File: config.mk
export PLATFORM = sky130hd
export DESIGN_NAME = fetch_stage_flat
export DESIGN_NICKNAME = d
export VERILOG_FILES = /design/src/rtl/fetch_stage_pkg.sv /design/src/rtl/fetch_stage_if.sv /design/src/rtl/fetch_stage_if_id.sv /design/src/rtl/fetch_stage.sv /design/src/flat_wrapper.sv
export SDC_FILE = /design/constraint.sdc
export NUM_CORES = 1
export LEC_CHECK = 0
export ABC_AREA = 1
export CAP_MARGIN = 25
export CORE_ASPECT_RATIO = 1.2
export CORE_MARGIN = 8
export CORE_UTILIZATION = 57
export DETAILED_ROUTE_END_ITERATION = 12
export GPL_TIMING_DRIVEN = 0
export PLACE_DENSITY = 0.86
export SETUP_SLACK_MARGIN = 0.2
export SYNTH_ARGS = -nofsm -noshare
export SYNTH_HDL_FRONTEND = slang
export SYNTH_SLANG_ARGS = --single-unit
export TNS_END_PERCENT = 100
File: constraint.sdc
create_clock -name clk -period 4.3 [get_ports clk]
set_input_delay 1.075 -clock clk [delete_from_list [all_inputs] [get_ports clk]]
set_output_delay 1.075 -clock clk [all_outputs]
set_load 0.02 [all_outputs]
File: src/rtl/fetch_stage_pkg.sv
// Shared definitions for the fetch stage: opcodes, fetch FSM states and
// instruction field slices used by the IF/ID hazard decode.
package fetch_stage_pkg;

  localparam logic [3:0] OPC_B   = 4'hC;
  localparam logic [3:0] OPC_BR  = 4'hD;
  localparam logic [3:0] OPC_SW  = 4'h9;
  localparam logic [3:0] OPC_HLT = 4'hF;

  typedef enum logic [1:0] {
    FETCH = 2'd0,
    HOLD  = 2'd1,
    DRAIN = 2'd2,
    HALT  = 2'd3
  } fetch_state_t;

  function automatic logic [3:0] opcode_of(input logic [15:0] instr);
    return instr[15:12];
  endfunction

  function automatic logic [3:0] rs_of(input logic [15:0] instr);
    return instr[7:4];
  endfunction

  // Stores name their data register in the rt slot at [11:8].
  function automatic logic [3:0] rt_of(input logic [15:0] instr);
    return (instr[15:12] == OPC_SW) ? instr[11:8] : instr[3:0];
  endfunction

endpackage

File: src/rtl/fetch_stage_if.sv
// Instruction-memory request bus: req/addr held until rdy completes the fetch.
interface fetch_stage_if #(
  parameter int PC_W    = 16,
  parameter int INSTR_W = 16
);
  logic               req;
  logic [PC_W-1:0]    addr;
  logic               rdy;
  logic [INSTR_W-1:0] data;

  modport master (output req, output addr, input rdy, input data);
  modport slave  (input req, input addr, output rdy, output data);
endinterface

File: src/rtl/fetch_stage_if_id.sv
// IF/ID pipeline register with load/bubble/hold control and the hazard-field
// decode consumed by the hazard-detection unit.
module if_id_reg
  import fetch_stage_pkg::*;
#(
  parameter int PC_W    = 16,
  parameter int INSTR_W = 16
) (
  input  logic               clk,
  input  logic               rst_n,
  input  logic               load,
  input  logic               bubble,
  input  logic [INSTR_W-1:0] instr_in,
  input  logic [PC_W-1:0]    pc_plus2_in,
  output logic               valid,
  output logic [INSTR_W-1:0] instr,
  output logic [PC_W-1:0]    pc_plus2,
  output logic [3:0]         rs,
  output logic [3:0]         rt,
  output logic               branch,
  output logic               mem_write
);

  // Neither load nor bubble means hold; pc_plus2 is left alone on a bubble.
  always_ff @(posedge clk or negedge rst_n) begin
    if (!rst_n) begin
      valid    <= 1'b0;
      instr    <= '0;
      pc_plus2 <= '0;
    end else if (load) begin
      valid    <= 1'b1;
      instr    <= instr_in;
      pc_plus2 <= pc_plus2_in;
    end else if (bubble) begin
      valid <= 1'b0;
      instr <= '0;
    end
  end

  assign rs        = rs_of(instr);
  assign rt        = rt_of(instr);
  assign branch    = valid && (opcode_of(instr) == OPC_B || opcode_of(instr) == OPC_BR);
  assign mem_write = valid && (opcode_of(instr) == OPC_SW);

endmodule

File: src/rtl/fetch_stage.sv
// IF stage: PC, fetch FSM and single-entry skid buffer feeding the IF/ID register.
//   state | meaning
//   FETCH | request outstanding at pc
//   HOLD  | response parked in skid buffer until stalls release; no request
//   DRAIN | redirected while a request was outstanding; response will be dropped
//   HALT  | HLT reached IF/ID; no further requests until reset
module fetch_stage
  import fetch_stage_pkg::*;
#(
  parameter int              PC_W     = 16,
  parameter int              INSTR_W  = 16,
  parameter logic [PC_W-1:0] RESET_PC = '0,
  parameter logic [3:0]      HLT_OPC  = OPC_HLT
) (
  input  logic               clk,
  input  logic               rst_n,
  input  logic               load_to_stall,
  input  logic               brstall,
  input  logic               branch_taken,
  input  logic [PC_W-1:0]    branch_target,
  fetch_stage_if.master      imem,
  output logic               if_id_valid,
  output logic [INSTR_W-1:0] if_id_instr,
  output logic [PC_W-1:0]    if_id_pc_plus2,
  output logic [3:0]         if_id_rs,
  output logic [3:0]         if_id_rt,
  output logic               if_id_branch,
  output logic               if_id_memWrite,
  output logic               halted
);

  fetch_state_t       state, state_nxt;
  logic [PC_W-1:0]    pc, pc_nxt;
  logic [PC_W-1:0]    req_addr, req_addr_nxt;
  logic [INSTR_W-1:0] skid_instr, skid_instr_nxt;
  logic [PC_W-1:0]    skid_pc2, skid_pc2_nxt;
  logic               halted_nxt;
  logic               req_int, xfer;
  logic [PC_W-1:0]    pc_plus2;
  logic               id_load, id_bubble;
  logic [INSTR_W-1:0] id_instr_in;
  logic [PC_W-1:0]    id_pc2_in;

  assign req_int   = (state == FETCH) || (state == DRAIN);
  assign xfer      = req_int && imem.rdy;
  assign pc_plus2  = pc + PC_W'(2);
  // Reset gates req combinationally so an in-flight fetch is abandoned at once.
  assign imem.req  = req_int && rst_n;
  assign imem.addr = (state == DRAIN) ? req_addr : pc;

  always_ff @(posedge clk or negedge rst_n) begin
    if (!rst_n) begin
      state      <= FETCH;
      pc         <= RESET_PC;
      req_addr   <= RESET_PC;
      skid_instr <= '0;
      skid_pc2   <= '0;
      halted     <= 1'b0;
    end else begin
      state      <= state_nxt;
      pc         <= pc_nxt;
      req_addr   <= req_addr_nxt;
      skid_instr <= skid_instr_nxt;
      skid_pc2   <= skid_pc2_nxt;
      halted     <= halted_nxt;
    end
  end

  always_comb begin
    state_nxt      = state;
    pc_nxt         = pc;
    req_addr_nxt   = req_addr;
    skid_instr_nxt = skid_instr;
    skid_pc2_nxt   = skid_pc2;
    halted_nxt     = halted;
    id_load        = 1'b0;
    id_bubble      = 1'b0;
    id_instr_in    = imem.data;
    id_pc2_in      = pc_plus2;
    case (state)
      FETCH: begin
        if (branch_taken) begin
          id_bubble      = 1'b1;
          pc_nxt         = branch_target;
          skid_instr_nxt = '0;
          skid_pc2_nxt   = '0;
          if (!xfer) begin
            req_addr_nxt = pc;
            state_nxt    = DRAIN;
          end
        end else if (load_to_stall || brstall) begin
          id_bubble = !load_to_stall;
          if (xfer) begin
            skid_instr_nxt = imem.data;
            skid_pc2_nxt   = pc_plus2;
            state_nxt      = HOLD;
          end
        end else if (xfer) begin
          id_load = 1'b1;
          pc_nxt  = pc_plus2;
          if (opcode_of(imem.data) == HLT_OPC) begin
            state_nxt  = HALT;
            halted_nxt = 1'b1;
          end
        end else begin
          id_bubble = 1'b1;
        end
      end
      HOLD: begin
        if (branch_taken) begin
          id_bubble      = 1'b1;
          pc_nxt         = branch_target;
          skid_instr_nxt = '0;
          skid_pc2_nxt   = '0;
          state_nxt      = FETCH;
        end else if (load_to_stall || brstall) begin
          id_bubble = !load_to_stall;
        end else begin
          id_load     = 1'b1;
          id_instr_in = skid_instr;
          id_pc2_in   = skid_pc2;
          pc_nxt      = skid_pc2;
          if (opcode_of(skid_instr) == HLT_OPC) begin
            state_nxt  = HALT;
            halted_nxt = 1'b1;
          end else begin
            state_nxt = FETCH;
          end
        end
      end
      DRAIN: begin
        id_bubble = branch_taken || !load_to_stall;
        if (branch_taken) pc_nxt = branch_target;
        if (xfer) state_nxt = FETCH;
      end
      HALT: begin
        id_bubble = branch_taken || !load_to_stall;
      end
      default: state_nxt = FETCH;
    endcase
  end

  if_id_reg #(.PC_W(PC_W), .INSTR_W(INSTR_W)) u_if_id (
    .clk         (clk),
    .rst_n       (rst_n),
    .load        (id_load),
    .bubble      (id_bubble),
    .instr_in    (id_instr_in),
    .pc_plus2_in (id_pc2_in),
    .valid       (if_id_valid),
    .instr       (if_id_instr),
    .pc_plus2    (if_id_pc_plus2),
    .rs          (if_id_rs),
    .rt          (if_id_rt),
    .branch      (if_id_branch),
    .mem_write   (if_id_memWrite)
  );

endmodule

File: src/flat_wrapper.sv
// flat-port wrapper written by rule: the top's interface ports become plain ports
module fetch_stage_flat import fetch_stage_pkg::*;
#(
  parameter int              PC_W     = 16,
  parameter int              INSTR_W  = 16,
  parameter logic [PC_W-1:0] RESET_PC = '0,
  parameter logic [3:0]      HLT_OPC  = OPC_HLT
)
  (clk, rst_n, load_to_stall, brstall, branch_taken, branch_target, if_id_valid, if_id_instr, if_id_pc_plus2, if_id_rs, if_id_rt, if_id_branch, if_id_memWrite, halted, imem_req, imem_addr, imem_rdy, imem_data);
  fetch_stage_if #(.PC_W(PC_W), .INSTR_W(INSTR_W)) imem_i ();
  input  logic clk;
  input  logic rst_n;
  input  logic load_to_stall;
  input  logic brstall;
  input  logic branch_taken;
  input  logic [PC_W-1:0] branch_target;
  output logic if_id_valid;
  output logic [INSTR_W-1:0] if_id_instr;
  output logic [PC_W-1:0] if_id_pc_plus2;
  output logic [3:0] if_id_rs;
  output logic [3:0] if_id_rt;
  output logic if_id_branch;
  output logic if_id_memWrite;
  output logic halted;
  output wire logic [$bits(imem_i.req)-1:0] imem_req;
  output wire logic [$bits(imem_i.addr)-1:0] imem_addr;
  input wire logic [$bits(imem_i.rdy)-1:0] imem_rdy;
  input wire logic [$bits(imem_i.data)-1:0] imem_data;
  assign imem_req = imem_i.req;
  assign imem_addr = imem_i.addr;
  assign imem_i.rdy = imem_rdy;
  assign imem_i.data = imem_data;
  fetch_stage #(.PC_W(PC_W), .INSTR_W(INSTR_W), .RESET_PC(RESET_PC), .HLT_OPC(HLT_OPC)) u_core (.clk(clk), .rst_n(rst_n), .load_to_stall(load_to_stall), .brstall(brstall), .branch_taken(branch_taken), .branch_target(branch_target), .imem(imem_i), .if_id_valid(if_id_valid), .if_id_instr(if_id_instr), .if_id_pc_plus2(if_id_pc_plus2), .if_id_rs(if_id_rs), .if_id_rt(if_id_rt), .if_id_branch(if_id_branch), .if_id_memWrite(if_id_memWrite), .halted(halted));
endmodule
==> reports/results.txt <==
Worst Min Path Start -> u_core.halted$_DFFE_PN0P_
Die height -> 121.7 µm
Chip width -> 104.1 µm
Clk pwr share -> 0.139
Comb pwr share -> 0.538
Drt pass-1 iters -> 6
Worst hold endpoint -> u_core.halted$_DFFE_PN0P_
HP Class -> reg2reg
Root buffer cell -> clkbuf_8
WP data required -> 3.22 ns
Post_cts resized -> 0
Count of cell types in the netlist -> 34
GRT overflow -> 0
Starting Density -> 0.5877
Initial antenna violation count -> 0
Wirelength per Cell -> 16.90 µm
Maximum root-to-sink buffer count -> 2
Crit. End Element -> primary output
Sw frac -> 0.4573
Warnings, synthesis -> 0
Startpoint Class -> flop
Part of the power in registers -> 0.322
Drt drc -> 0
Switch Pwr -> 2074 µW
Layout Cell Area excl Fill -> 6674 µm²
Routed vias/inst -> 5.747
Post-CTS setup buffers -> 0
CTS Hold Bufs -> 0
Maxcap violations -> 0
Area after DPL -> 6465 µm²
Internal power -> 2461 µW
Final setup vio count -> 0
DR iter-0 viols -> 419
Clock Latency Late Sink -> 0.37 ns
Crit Path Category -> reg2out
Synthesized instance count -> 674
Family with the most delay on the worst path -> buffers and inverters
Fraction of layout cells with a size suffix above 1 -> 0.07605
Total routed wirelength -> 15370 µm
Reg2Reg Depth -> 10
Post-synthesis sequential area ratio -> 0.4714
Synth Register Bits -> 100
Port bufs -> 98
Final period utilization -> 0.8876
Synthesized Nets -> 717
Slew HR -> 0.5491
Final net count -> 827
VDD IR max -> 0.5220 mV
I/O pin cnt -> 99
Critical R2R Launch -> u_core.state[0]$_DFFE_PN0P_
CTS H-Tree Depth -> 3
Crit path time final -> 3.817 ns
Bufs and invs on worst path -> 4
TritonCTS clock tree -> yes
Layout area overhead -> 25.71%
Area leader, netlist -> dfrtp_1
CP Cell Sequence -> inv_1 > ha_1 > clkbuf_1 > buf_1 > nand2_1 > o21ai_0 > clkdlybuf4s50_1
RSZ-0062 raised after global routing -> no
Antenna diodes -> 0
Area of the core -> 9034 µm²
Largest stage delay, worst path -> 0.64 ns
Die ar. -> 12670 µm²
Cts bufs inserted -> 9
Clk_skew -> 0.008981 ns
Fin. max-slew vios -> 0
Worst reg2reg endpoint -> u_core.pc[14]$_DFFE_PN0P_
Outcome -> complete, no violations
First-pass GRT wire length -> 25030 µm
Final ANT Viol Nets -> 0
CP Max Fanout -> 10
Largest net degree at the start of global routing -> 75
PD cells -> 679.5 nW/µm²
Placer congestion estimate -> 0.8924
HPWL after DPL -> 12020 µm
Worst hold path stage count -> 2
Hold violation total from the final report -> 0
Tot GR Track Use -> 0.2421
Via count -> 5224
Synth area leaders -> dfrtp_1 (47%), nand2_1 (13%), o21ai_0 (7.2%), inv_1 (5.1%), nand3_1 (4.9%)
Avg Cell Area, Syn -> 7.877 µm²
Crit-path slowest cell -> clkdlybuf4s50_1
Final Total Pwr -> 4535 µW
R2R setup slack -> 2.22 ns
Clock slew at reported path FFs -> 0.10 ns
Data arrival, critical path -> 2.74 ns
Row cnt -> 38
Worst-margin pin slew -> 0.6739 ns
P_leak -> 0.002939 µW
Clock sinks -> 100
Peak Freq -> 0.2620 GHz
Vias in the first global route -> 5184
Mapped Area -> 5309 µm²
Yosys top cell area share -> 0.4714
==> routing by layer <==
layer | up-vias | part of all wire | routed length, µm | GRT usage
li1 | 2461 | - | - | -
met1 | 2455 | 0.41 | 6352 | 0.2871
met2 | 270 | 0.49 | 7522 | 0.4229
met3 | 38 | 0.071 | 1085 | 0.05071
met4 | 0 | 0.026 | 405 | 0.09791
met5 | - | 0 | 0 | 0
==> logic make-up (layout without fill, tap and decap cells) <==
group	Yosys count	count (layout)	synth area share
flip-flops	100	100	0.4714
AND/OR/NAND/NOR	282	282	0.2225
buffers and inverters	117	232	0.09309
XOR/XNOR	7	7	0.01155
AO/OA/AOI/OAI	163	163	0.1897
adder cells (fa/ha/maj)	5	5	0.01178
==> power by group through the flow <==
stage               sequential (µW)  clock [µW]  combinational [µW]
global route                   1490         681                2670
finish                         1460         632                2440
floorplan                      1510           0                1490
global placement               1460           0                2340
detailed placement             1470           0                2410
CTS                            1450         640                2430
==> cells in the mapped netlist <==
cell and count:
a21oi_1 29, and3_1 1, buf_1 3, buf_2 14, buf_4 8, buf_6 1, clkbuf_1 15, dfrtp_1 100
ha_1 5, inv_1 72, inv_2 4, nand2_1 182, nand2_2 1, nand2_4 1, nand3_1 52, nand3b_1 1
nand4_1 10, nor2_1 29, nor2_2 1, nor2_4 1, nor3_1 1, nor4_1 1, o2111ai_1 2, o211ai_1 23
o21a_1 1, o21ai_0 76, o21ai_1 6, o21bai_1 1, o221ai_1 11, o22ai_1 4, o22ai_2 10, or2_2 1
xnor2_1 1, xor2_1 6
==> tightest hold or removal path: stages, from the launching register on <==
cell and delay, ns:
dfrtp_1 0.36, inv_1 0.04, nand2_1 0.05
==> registers in the layout, summed over array words and instances (netlist names) <==
name                     flops
u_core.halted                1
u_core.skid_instr           16
u_core.u_if_id.valid         1
u_core.state                 2
u_core.u_if_id.pc_plus2     16
u_core.skid_pc2             16
u_core.u_if_id.instr        16
u_core.req_addr             16
u_core.pc                   16
==> how the worst max path moves through the flow <==
stage                                      from       endpoint  slack [ns]  cells after the start
global placement                          rst_n       imem_req       -2.48                      3
floorplan           u_core.state[0]$_DFFE_PN0P_  imem_addr[11]        1.66                      5
finish              u_core.state[0]$_DFFE_PN0P_   imem_addr[6]        0.48                      7
detailed placement  u_core.state[0]$_DFFE_PN0P_   imem_addr[6]        0.89                      7
global route        u_core.state[0]$_DFFE_PN0P_  imem_addr[12]        0.32                      7
CTS                 u_core.state[0]$_DFFE_PN0P_   imem_addr[6]        0.46                      7
==> metrics by stage <==
step / hold WS, ns / TNS (ns) / cells / utilization / setup WS [ns]
CTS: 0.4750 / 0 / 909 / 0.7388 / 0.4645
global route: 0.4980 / 0 / 909 / 0.7388 / 0.3183
floorplan: 0.4529 / 0 / 674 / - / 1.661
finish: 0.4708 / 0 / 909 / 0.7388 / 0.4832
detailed placement: 0.4499 / 0 / 893 / 0.7157 / 0.8867
global placement: 0.4449 / -148.04 / 892 / 0.7129 / -2.475
==> final cells by class <==
type | instances | area, µm²
inverters | 76 | 285.3
clock buffers | 10 | 137.6
clock inverters | 6 | 71.32
fillers | 711 | 2360
repair buffers | 99 | 1006
flip-flops and latches | 100 | 2502
plain buffers | 41 | 209.0
well taps | 120 | 150.1
multi-input cells | 457 | 2312
==> cells in the final DEF, fill, tap and decap left out, drive strengths merged, types with 2 or more instances in the layout <==
master and n:
o22ai 14, o221ai 11, dfrtp 100, nand4 10, ha 5, clkbuf 25
xor2 6, nand2 184, nand3 52, buf 28, o2111ai 2, clkinv 2
inv 78, a21oi 29, nor2 31, o211ai 23, o21ai 82, clkdlybuf4s50 97
(Power assumes the default switching activity.)
